$ cat src/rtl/soda_coin_feeder_pkg.sv
// Shared definitions for the soda coin feeder and its machine-side model.
// Holds the feeder states and the coin/price constants.
package soda_pkg;

    typedef enum logic [1:0] {
        IDLE,
        COIN,
        WAIT,
        DONE
    } state_t;

    localparam int VAL1  = 1;
    localparam int VAL5  = 5;
    localparam int VAL10 = 10;
    localparam int PRICE = 3;

endpackage

$ cat src/rtl/soda_change_counter.sv
// Saturating accumulator for the bottle and change tallies.
// Clears on reset or clr; adds 'add' when en is high, sticking at all-ones.
module soda_change_counter #(
    parameter int W = 8
) (
    input  logic         clk,
    input  logic         reset,
    input  logic         clr,
    input  logic         en,
    input  logic [W-1:0] add,
    output logic [W-1:0] total
);

    logic [W:0] sum;

    assign sum = {1'b0, total} + {1'b0, add};

    always_ff @(posedge clk) begin
        if (reset || clr) begin
            total <= '0;
        end else if (en) begin
            total <= sum[W] ? '1 : sum[W-1:0];
        end
    end

endmodule

$ cat src/rtl/soda_coin_feeder.sv
// Customer-side coin feeder: spends the purse largest coin first and
// tallies bottles and change returned by the vending machine.
module soda_coin_feeder
    import soda_pkg::*;
#(
    parameter int CNT_W    = 4,
    parameter int SUM_W    = 8,
    parameter int QUIET    = 1,
    parameter int MAX_WAIT = 15
) (
    input  logic             clk,
    input  logic             reset,
    input  logic             start,
    input  logic [CNT_W-1:0] n1,
    input  logic [CNT_W-1:0] n5,
    input  logic [CNT_W-1:0] n10,
    output logic             B1,
    output logic             B5,
    output logic             B10,
    input  logic             bottle_in,
    input  logic             R1_in,
    input  logic             R5_in,
    output logic             busy,
    output logic             done,
    output logic             error,
    output logic [CNT_W-1:0] bottles,
    output logic [SUM_W-1:0] change_total,
    output logic [SUM_W-1:0] paid_total
);

    localparam int WW = $clog2(MAX_WAIT + 1);

    state_t           state;
    logic [CNT_W-1:0] p1, p5, p10;
    logic [2:0]       quiet;
    logic [WW-1:0]    wcnt;

    logic             idle_go;
    logic [CNT_W-1:0] s1, s5, s10;
    logic             any;
    logic             sel1, sel5, sel10;
    logic [3:0]       cval;
    logic             quiet_hit;
    logic             wait_hit;
    logic             go_coin;
    logic [SUM_W-1:0] paid_base;
    logic [SUM_W:0]   paid_sum;

    logic             tally_en;
    logic [SUM_W-1:0] chg_add;
    logic [CNT_W-1:0] btl_add;

    assign idle_go = (state == IDLE) && start;

    // In IDLE the next coin comes from the inputs, later from the purse.
    always_comb begin
        s1  = p1;
        s5  = p5;
        s10 = p10;
        if (idle_go) begin
            s1  = n1;
            s5  = n5;
            s10 = n10;
        end
    end

    assign any   = |{s1, s5, s10};
    assign sel10 = |s10;
    assign sel5  = !sel10 && |s5;
    assign sel1  = !sel10 && !sel5 && |s1;

    always_comb begin
        cval = 4'(VAL1);
        unique case (1'b1)
            sel10:   cval = 4'(VAL10);
            sel5:    cval = 4'(VAL5);
            default: cval = 4'(VAL1);
        endcase
    end

    assign quiet_hit = !R1_in && (quiet + 3'd1 == 3'(QUIET));
    assign wait_hit  = (wcnt + WW'(1) == WW'(MAX_WAIT));

    assign go_coin = (idle_go && any)
                   || ((state == WAIT) && quiet_hit && any);

    assign paid_base = idle_go ? '0 : paid_total;
    assign paid_sum  = {1'b0, paid_base} + (SUM_W + 1)'(cval);

    always_ff @(posedge clk) begin
        if (reset) begin
            state      <= IDLE;
            B1         <= 1'b0;
            B5         <= 1'b0;
            B10        <= 1'b0;
            busy       <= 1'b0;
            done       <= 1'b0;
            error      <= 1'b0;
            p1         <= '0;
            p5         <= '0;
            p10        <= '0;
            quiet      <= '0;
            wcnt       <= '0;
            paid_total <= '0;
        end else begin
            B1   <= 1'b0;
            B5   <= 1'b0;
            B10  <= 1'b0;
            done <= 1'b0;
            unique case (state)
                IDLE: begin
                    if (start) begin
                        error      <= 1'b0;
                        paid_total <= '0;
                        quiet      <= '0;
                        wcnt       <= '0;
                        p1         <= '0;
                        p5         <= '0;
                        p10        <= '0;
                        if (any) begin
                            state <= COIN;
                            busy  <= 1'b1;
                        end else begin
                            state <= DONE;
                            done  <= 1'b1;
                        end
                    end
                end
                COIN: begin
                    state <= WAIT;
                    quiet <= '0;
                    wcnt  <= '0;
                end
                WAIT: begin
                    quiet <= R1_in ? 3'd0 : quiet + 3'd1;
                    wcnt  <= wcnt + WW'(1);
                    if (quiet_hit) begin
                        if (any) begin
                            state <= COIN;
                        end else begin
                            state <= DONE;
                            busy  <= 1'b0;
                            done  <= 1'b1;
                        end
                    end else if (wait_hit) begin
                        state <= DONE;
                        busy  <= 1'b0;
                        done  <= 1'b1;
                        error <= 1'b1;
                    end
                end
                DONE: begin
                    state <= IDLE;
                end
                default: begin
                    state <= IDLE;
                end
            endcase
            // Coin issue shares one path for the first and later coins.
            if (go_coin) begin
                B1         <= sel1;
                B5         <= sel5;
                B10        <= sel10;
                p1         <= s1 - CNT_W'(sel1);
                p5         <= s5 - CNT_W'(sel5);
                p10        <= s10 - CNT_W'(sel10);
                paid_total <= paid_sum[SUM_W] ? '1 : paid_sum[SUM_W-1:0];
            end
        end
    end

    assign tally_en = (state == COIN) || (state == WAIT);
    assign chg_add  = SUM_W'(R1_in) + (R5_in ? SUM_W'(VAL5) : '0);
    assign btl_add  = CNT_W'(bottle_in);

    soda_change_counter #(
        .W(SUM_W)
    ) u_change (
        .clk   (clk),
        .reset (reset),
        .clr   (idle_go),
        .en    (tally_en),
        .add   (chg_add),
        .total (change_total)
    );

    soda_change_counter #(
        .W(CNT_W)
    ) u_bottles (
        .clk   (clk),
        .reset (reset),
        .clr   (idle_go),
        .en    (tally_en),
        .add   (btl_add),
        .total (bottles)
    );

endmodule

$ cat config.mk
export PLATFORM = sky130hd
export DESIGN_NAME = soda_coin_feeder
export DESIGN_NICKNAME = d
export VERILOG_FILES = /design/src/rtl/soda_coin_feeder_pkg.sv /design/src/rtl/soda_change_counter.sv /design/src/rtl/soda_coin_feeder.sv
export SDC_FILE = /design/constraint.sdc
export NUM_CORES = 1
export LEC_CHECK = 0
export CORE_ASPECT_RATIO = 0.8
export CORE_MARGIN = 2
export CORE_UTILIZATION = 40
export DETAILED_ROUTE_END_ITERATION = 8
export PLACE_DENSITY = 0.73
export SLEW_MARGIN = 10
export SYNTH_ARGS = -nofsm -noshare
export SYNTH_HDL_FRONTEND = slang
export SYNTH_SLANG_ARGS = --single-unit
$ cat constraint.sdc
create_clock -name clk -period 7.2 [get_ports clk]
set_input_delay 1.44 -clock clk [delete_from_list [all_inputs] [get_ports clk]]
set_output_delay 1.44 -clock clk [all_outputs]
set_load 0.01 [all_outputs]
==> flow_metrics.tcl, run 1 <==
set metrics [dict create \
    worstPathRequired_ps 7450 \
    fmax_mhz 210 \
    htree_levels 2 \
    final_common_cell "dfxtp_1" \
    nNetsFinal 418 \
    sequentialPowerShare 0.305 \
    drc 0 \
    synth_edf_count 0 \
    avgViaCountPerCell 5.51 \
    crit_fanout 17 \
    drt_pre_antenna_iters 4 \
    rr_startpoint "state[1]" \
    antenna_found_initial 0 \
    post_cts_buffers 0 \
    postRouteAntennaNets 0 \
    post_synth_instance_area_mm2 0.00304 \
    rrSetupSlack_ps 3370 \
    first_global_vias 2536 \
    grt_overflow 0 \
    cts_tree "done" \
    arrival_ps 5020 \
    avgRoutedWirePerCell_um 14.5 \
    placementRows 28 \
    synthArstFlopShare 0 \
    power.density_mw_per_mm2 331 \
    clockPowerShare 0.138 \
    rsz0062_at_grt "false" \
    gp_congestion 0.818 \
    synthFlopType "dfxtp_1" \
    io_pins 44 \
    yosys-top-cells-area "dfxtp_1 31%, ha_1 9.1%, a21oi_1 5.1%" \
    power.switching_uw 521 \
    grt_max_degree 20 \
    layout_common_cells "47 x dfxtp_1, 43 x clkdlybuf4s50_1, 31 x a21oi_1" \
    peakVddDrop_v 0.000160 \
    finalCritPeriodShare 0.661 \
    status "completed" \
    fin_skew_ps 8.19 \
    crit_path_start_kind "input pin" \
    met3_length_um 291 \
    die-area_mm2 0.00832 \
    fp.dieH_um 82.0 \
    p_sw_frac 0.438 \
    num_antenna_cells 0 \
    slowest_stage "clkdlybuf4s50_1" \
    die_w_um 101 \
    cts_root_buffer "clkbuf_8" \
    grt_pass1_wl_mm 11.9 \
    area_growth_pct 18.1 \
    synth.ff_latch_count 47 \
    synth_top_area_frac 0.309 \
    grt_use_total 0.177 \
    intPower_uw 668 \
    hold_end "p5[1]" \
    leakage_nw 1.32 \
    synth_warnings 0 \
    fin_crit_ps 4760 \
    ctsHoldBuffers 0 \
    detail_route.wirelength_mm 6.99 \
    coreArea_mm2 0.00739 \
    fin_tns_setup_ps 0 \
    num_vias 2652 \
    wl_met1_mm 3.42 \
    min_from "p5[1]" \
    regToRegEndpoint "paid_total[1]" \
    cts_buffers 5 \
    end_kind "flop" \
    max_cap_violations 0 \
    drv_slew 0 \
    synth_area_per_cell_um2 8.94 \
    dp.cells 474 \
    synth.net_count 382 \
    synth_top_area_cell "dfxtp_1" \
    min_path_cells 1 \
    ctsResizeCount 0 \
    synthCells 340 \
    worstSetupPathType "input pin to flop" \
    yosysUniqueCellTypes 65 \
    clkSinkCount 47 \
    numPortBuffers 43 \
    insertion_delay_ps 300 \
    path_delay_family "compound AO/OA/AOI/OAI gates" \
    cts_buffer_depth 2 \
    maxUsedRoutingLayer "met4" \
    setup_viol 0 \
    max_stage_delay_ps 730 \
    clk_pin_slew_worst_paths_ps 90 \
    initial_core_util 0.411 \
    hold_viol 0 \
    drt-initial-drc-count 132 \
    crit_path_cell_trace "clkdlybuf4s50_1, and4bb_2, o22ai_4, inv_1, fa_1, nor2b_1, o21ai_0, a211oi_1, nand2b_1, a22o_4" \
    dp_hpwl_mm 5.14 \
    crit_buf_inv 2 \
    hold_path.class "flop to flop" \
    final_cells 481 \
    multi_input_area_mm2 0.00191 \
    ys_seq_area_frac 0.309 \
    regArea_um2 941 \
    maxSlewHeadroom 0.282 \
    worst_pin_slew_ps 1070 \
    p_comb_frac 0.557 \
    final.fill_count 705 \
    met2_length_mm 3.23 \
    r2r_cells 13 \
    drive_gt1_frac 0.0851 \
]
-- cells in the mapped netlist (3+ instances only) --
| cell | number |
|---|---|
| a211oi_1 | 5 |
| nand2b_1 | 6 |
| nor3_1 | 15 |
| dfxtp_1 | 47 |
| o21ai_0 | 16 |
| o22ai_1 | 3 |
| nand3b_1 | 3 |
| ha_1 | 22 |
| o31ai_1 | 4 |
| and4bb_2 | 5 |
| buf_6 | 3 |
| nand2_1 | 23 |
| clkbuf_1 | 7 |
| o2bb2ai_1 | 4 |
| inv_1 | 23 |
| a21oi_1 | 31 |
| mux2i_1 | 9 |
| nor2_1 | 19 |
| nand4_1 | 3 |
| xor2_1 | 3 |
| xnor2_1 | 6 |
| nor2b_1 | 3 |
| and2_1 | 8 |
| nand3_1 | 11 |
| o2bb2ai_2 | 7 |
| o211ai_1 | 4 |
-- per-layer routing --
layer  up-vias  GRT usage
li1       1325          -
met3         4     0.0357
met2        48      0.287
met5         -          0
met1      1275      0.244
met4         0     0.0378
-- per-stage QoR --
step | setup slack, ps | util | instance area [um2] | hold slack [ps] | power, mW
after detailed placement | 2150 | 0.474 | 3500 | 478 | 1.03
final | 2440 | 0.486 | 3590 | 495 | 1.19
after global placement | 2270 | 0.474 | 3500 | 468 | 1.01
after global routing | 2090 | 0.486 | 3590 | 508 | 1.29
after CTS | 2460 | 0.486 | 3590 | 494 | 1.19
after floorplan | 3340 | - | 3040 | 453 | 0.881
-- sequential cells by signal, summed over array words and instances (netlist names) --
register,cells
B1,1
B10,1
B5,1
busy,1
done,1
error,1
p1,4
p10,4
p5,4
paid_total,8
quiet,3
state,2
u_bottles.total,4
u_change.total,8
wcnt,4
-- power groups by stage --
stage / Combinational [mW] / Clock [mW] / Sequential [mW]
5_1_grt: 0.741 / 0.179 / 0.371
4_1_cts: 0.663 / 0.167 / 0.363
3_3_place_gp: 0.638 / 0 / 0.367
2_1_floorplan: 0.513 / 0 / 0.368
6_report: 0.662 / 0.164 / 0.363
3_5_place_dp: 0.661 / 0 / 0.368
-- layout make-up --
type                            instances  area share
Timing Repair Buffer                   43       0.120
Clock buffer                            6      0.0230
Multi-Input combinational cell        256       0.533
Tap cell                              105      0.0366
Inverter                               23      0.0241
Clock inverter                          1     0.00139
Sequential cell                        47       0.262
-- cell families (layout without fill, tap and decap cells) --
family / after synthesis / in the layout / synth area share
fa+ha+maj: 24 / 24 / 0.104
simple gates: 109 / 109 / 0.197
compound gates: 105 / 105 / 0.273
mux: 9 / 9 / 0.0296
xor+xnor: 9 / 9 / 0.0259
flops: 47 / 47 / 0.309
buf+inv: 37 / 73 / 0.0613
-- how the worst max path moves through the flow --
stage          start  cells past startpoint            end  slack, ps
5_1_grt        start                     10  paid_total[2]       2090
2_1_floorplan  start                     12  paid_total[1]       3340
6_report       start                     10  paid_total[1]       2440
4_1_cts        start                     10  paid_total[1]       2460
3_5_place_dp   start                     10  paid_total[1]       2150
3_3_place_gp   start                     10  paid_total[1]       2270
No activity file was read; power rests on OpenSTA's default activity.
==> run 2, diff against run 1 <==
==> constraint.sdc (replaced) <==
create_clock -name clk -period 4.9 [get_ports clk]
set_input_delay 0.98 -clock clk [delete_from_list [all_inputs] [get_ports clk]]
set_output_delay 0.98 -clock clk [all_outputs]
set_load 0.01 [all_outputs]
==> run 2 against run 1 <==
  * Die area unchanged
  * Cell area is 1.1% higher
  * Clock power grew 45%
  * Highest routed layer unchanged
  * Largest cell class unchanged
  * Count of clock-buffer cells in the layout unchanged
  * Routed wire length fell by 0.37%
  * Sequential power up 46%
  * Clock skew grew 3.6 ps
==> flow_metrics.tcl, run 2 (synthesized netlist as in run 1, its figures left out) <==
set metrics [dict create \
    sequentialPowerShare 0.298 \
    ctsResizeCount 0 \
    crit_path_cell_trace "clkdlybuf4s50_1, and4bb_2, o22ai_4, inv_1, ha_1, inv_1, fa_1, nor2b_1, o21ai_0, a211oi_1, buf_4, nand2b_1, a22o_4" \
    grt_max_degree 19 \
    crit_buf_inv 4 \
    crit_path_start_kind "input pin" \
    fin_crit_ps 4030 \
    clockPowerShare 0.134 \
    cts_buffer_depth 2 \
    detail_route.wirelength_mm 6.96 \
    hold_path.class "flop to flop" \
    power.density_mw_per_mm2 491 \
    crit_fanout 17 \
    fmax_mhz 248 \
    grt_pass1_wl_mm 11.6 \
    cts_tree "done" \
    cp_common_cell "inv_1" \
    reg_top3 "paid_total: 8 flops, u_change.total: 8 flops" \
    clk_pin_slew_worst_paths_ps 100 \
    drive_gt1_frac 0.0969 \
    gp_congestion 0.822 \
    path_delay_family "buffers and inverters" \
    arrival_ps 4230 \
    fin_tns_setup_ps 0 \
    maxSlewHeadroom 0.394 \
    insertion_delay_ps 300 \
    ctsHoldBuffers 0 \
    dp_hpwl_mm 5.15 \
    cts_buffers 5 \
    power.switching_uw 787 \
    io_pins 44 \
    avgViaCountPerCell 5.47 \
    first_global_vias 2415 \
    clkSinkCount 47 \
    drt_pre_antenna_iters 4 \
    fin_total_pwr_mw 1.78 \
    coreArea_mm2 0.00739 \
    worst_pin_slew_ps 907 \
    grt_overflow 0 \
    p_sw_frac 0.442 \
    setup_viol 0 \
    die-area_mm2 0.00832 \
    grt_use_total 0.174 \
    p_comb_frac 0.568 \
    num_vias 2665 \
    area_growth_pct 19.3 \
    leakage_nw 1.34 \
    status "completed" \
    die_w_um 101 \
    hold_viol 0 \
    final_common_cell "dfxtp_1" \
    worstPathRequired_ps 5110 \
    intPower_uw 994 \
    fin_skew_ps 11.7 \
    end_kind "flop" \
    numPortBuffers 43 \
    cts_root_buffer "clkbuf_8" \
    initial_core_util 0.411 \
    drc 0 \
    peakVddDrop_v 0.000173 \
    max_cap_violations 0 \
    nNetsFinal 423 \
    worstSetupPathType "input pin to flop" \
    placementRows 28 \
    antenna_found_initial 0 \
    num_antenna_cells 0 \
    post_cts_buffers 0 \
    drt-initial-drc-count 143 \
    finalCritPeriodShare 0.822 \
    drv_slew 0 \
    avgRoutedWirePerCell_um 14.3 \
    fp.dieH_um 82.0 \
    postRouteAntennaNets 0 \
    layout_common_cells "47 x dfxtp_1, 43 x clkdlybuf4s50_1, 31 x a21oi_1" \
    htree_levels 2 \
    slowest_stage "clkdlybuf4s50_1" \
    max_stage_delay_ps 750 \
    rsz0062_at_grt "false" \
]
==> run 2: cell types whose count changed in the layout (fill, tap and decap cells not counted) <==
cell,change
buf_4,+5
clkbuf_1,+1
clkbuf_8,-1
clkinv_2,-1
clkinvlp_4,+1
inv_6,+1
==> run 2: through the flow <==
stage | area [um2] | hold WS, ps | std cells | setup WS [ps] | util
floorplan | 3040 | 453 | 340 | 1500 | -
global placement | 3540 | 467 | 479 | 783 | 0.479
detailed placement | 3540 | 475 | 479 | 625 | 0.479
CTS | 3630 | 488 | 487 | 931 | 0.491
global route | 3630 | 504 | 487 | 661 | 0.491
finish | 3630 | 482 | 487 | 874 | 0.491
==> run 2: cell type report <==
cell class,count,area (um2)
fill,719,3760
multi-input combinational,256,1910
sequential,47,941
timing repair buffer,48,468
tap,105,131
inverter,23,86.3
clock buffer,6,72.6
clock inverter,2,16.3
==> run 2: worst min-delay path, delay by kind of cell, from the launching register on <==
family / cells / cell delay, ps
flip-flops: 1 / 320
AO/OA/AOI/OAI: 2 / 130
==> run 2: power groups by stage <==
stage | logic (mW) | clock network, mW | registers, mW
floorplan | 0.754 | 0 | 0.541
global placement | 0.968 | 0 | 0.537
detailed placement | 1.00 | 0 | 0.539
CTS | 1.01 | 0.247 | 0.531
global route | 1.12 | 0.261 | 0.543
finish | 1.01 | 0.238 | 0.531
==> run 2: final timing paths <==
check                                endpoint  slack (ps)     start  cells after the start
worst max-delay path            paid_total[1]         870     start                     13
worst min-delay path                    error         480     error                      2
worst max register to register  paid_total[1]        1370  state[1]                     14
worst min register to register          error         480     error                      2
==> run 2: layer usage <==
metal	global-route usage	vias up	routed length, um
li1	-	1332	-
met1	0.248	1279	3520
met2	0.266	49	3090
met3	0.0400	5	306
met4	0.0432	0	49
met5	0	-	0
==> run 3, diff against run 2 <==
==> constraint.sdc (replaced) <==
create_clock -name clk -period 4.1 [get_ports clk]
set_input_delay 0.82 -clock clk [delete_from_list [all_inputs] [get_ports clk]]
set_output_delay 0.82 -clock clk [all_outputs]
set_load 0.01 [all_outputs]
==> run 3 against run 2 <==
  * Combinational power rose by 20%
  * Clock power rose by 20%
  * Final cell count is 0.41% higher
  * Die area unchanged
  * Largest cell class unchanged
  * Critical endpoint unchanged
==> flow_metrics.tcl, run 3 (synthesized netlist as in run 1, its figures left out) <==
set metrics [dict create \
    arrival_ps 3760 \
    crit_fanout 18 \
    fmax_mhz 281 \
    initial_core_util 0.411 \
    die-area_mm2 0.00832 \
    rsz0062_at_grt "false" \
    avgViaCountPerCell 5.46 \
    fin_crit_ps 3560 \
    ctsHoldBuffers 0 \
    hold_viol 0 \
    layout_common_cells "47 x dfxtp_1, 43 x clkdlybuf4s50_1, 31 x a21oi_1" \
    fp.dieH_um 82.0 \
    clockPowerShare 0.134 \
    drc 0 \
    status "completed" \
    cts_root_buffer "clkbuf_8" \
    placementRows 28 \
    dp.cells 482 \
    clkSinkCount 47 \
    fin_tns_setup_ps 0 \
    p_comb_frac 0.569 \
    intPower_mw 1.20 \
    drive_gt1_frac 0.104 \
    leakage_nw 1.36 \
    antenna_found_initial 0 \
    postRouteAntennaNets 0 \
    io_pins 44 \
    first_global_vias 2435 \
    ctsResizeCount 0 \
    num_vias 2672 \
    grt_max_degree 19 \
    gp_congestion 0.859 \
    peakVddDrop_v 0.000205 \
    die_w_um 101 \
    insertion_delay_ps 300 \
    power.density_mw_per_mm2 585 \
    final.fill_count 712 \
    max_cap_violations 0 \
    p_sw_frac 0.437 \
    coreArea_mm2 0.00739 \
    power.switching_uw 933 \
    end_kind "flop" \
    post_cts_buffers 0 \
    clk_pin_slew_worst_paths_ps 80 \
    nNetsFinal 426 \
    cts_buffers 5 \
    cts_buffer_depth 2 \
    reg_top3 "paid_total: 8 flops, u_change.total: 8 flops" \
    hold_path.class "flop to flop" \
    num_antenna_cells 0 \
    maxSlewHeadroom 0.382 \
    fin_skew_ps 13.8 \
    worstSetupPathType "flop to flop" \
    grt_overflow 0 \
    sequentialPowerShare 0.298 \
    numPortBuffers 43 \
    grt_pass1_wl_mm 11.5 \
    worstPathRequired_ps 4290 \
    dp_hpwl_mm 5.11 \
    drv_slew 0 \
    drt_pre_antenna_iters 4 \
    avgRoutedWirePerCell_um 14.2 \
    final_common_cell "dfxtp_1" \
    detail_route.wirelength_mm 6.94 \
    crit_path_start_kind "flop" \
    finalCritPeriodShare 0.869 \
    drt-initial-drc-count 158 \
    grt_use_total 0.174 \
    setup_viol 0 \
    worst_pin_slew_ps 925 \
    cts_tree "done" \
    htree_levels 2 \
    area_growth_pct 20.0 \
    final_cells 489 \
]
==> run 3: changes by cell type in the layout (fill, tap and decap cells not counted), sizes merged <==
cell,before,now
buf,5,8
clkinv,0,1
clkinvlp,1,0
inv,24,23
==> run 3: power by group through the flow <==
stage / registers [mW] / clock network [mW] / logic (mW)
2_1_floorplan: 0.646 / 0 / 0.901
3_3_place_gp: 0.643 / 0 / 1.16
3_5_place_dp: 0.645 / 0 / 1.20
4_1_cts: 0.635 / 0.294 / 1.21
5_1_grt: 0.649 / 0.312 / 1.35
6_report: 0.636 / 0.285 / 1.21
==> run 3: layout make-up <==
| type | count | area, um2 | share of cell area |
|---|---|---|---|
| Inverter | 23 | 86.3 | 0.0237 |
| Multi-Input combinational cell | 256 | 1910 | 0.524 |
| Clock inverter | 1 | 5.00 | 0.00137 |
| Clock buffer | 6 | 82.6 | 0.0226 |
| Sequential cell | 47 | 941 | 0.258 |
| Tap cell | 105 | 131 | 0.0360 |
| Timing Repair Buffer | 51 | 490 | 0.134 |
==> run 3: path summary, 6_finish.rpt <==
check,start,endpoint,slack [ps],cells after the start
setup / recovery,state[1],paid_total[1],540,12
hold / removal,error,error,480,2
setup reg to reg,state[1],paid_total[1],540,12
hold reg to reg,error,error,480,2
==> run 3: layer usage <==
metal	wire length, um	vias up	GRT usage
met3	473	4	0.0400
met4	34	0	0.0338
li1	-	1341	-
met2	3000	73	0.258
met1	3440	1254	0.257
met5	0	-	0
==> run 3: through the flow <==
stage / util / area (um2) / total power [mW] / worst slack [ps] / hold WS (ps)
floorplan: - / 3040 / 1.55 / 862 / 453
global placement: 0.482 / 3560 / 1.80 / 425 / 467
detailed placement: 0.482 / 3560 / 1.85 / 291 / 474
CTS: 0.494 / 3650 / 2.14 / 607 / 487
global route: 0.494 / 3650 / 2.31 / 307 / 497
finish: 0.494 / 3650 / 2.13 / 539 / 480
==> run 3: worst max-delay path, cell delays in order (launching register included) <==
cell and delay, ps:
dfxtp_1 330, inv_1 150, ha_1 650, nand4bb_1 320, o2bb2a_1 430, nor2_1 80, ha_1 340, nor2b_1 140
o21ai_0 350, a211oi_1 140, buf_4 170, nand2b_1 150, a22o_4 210
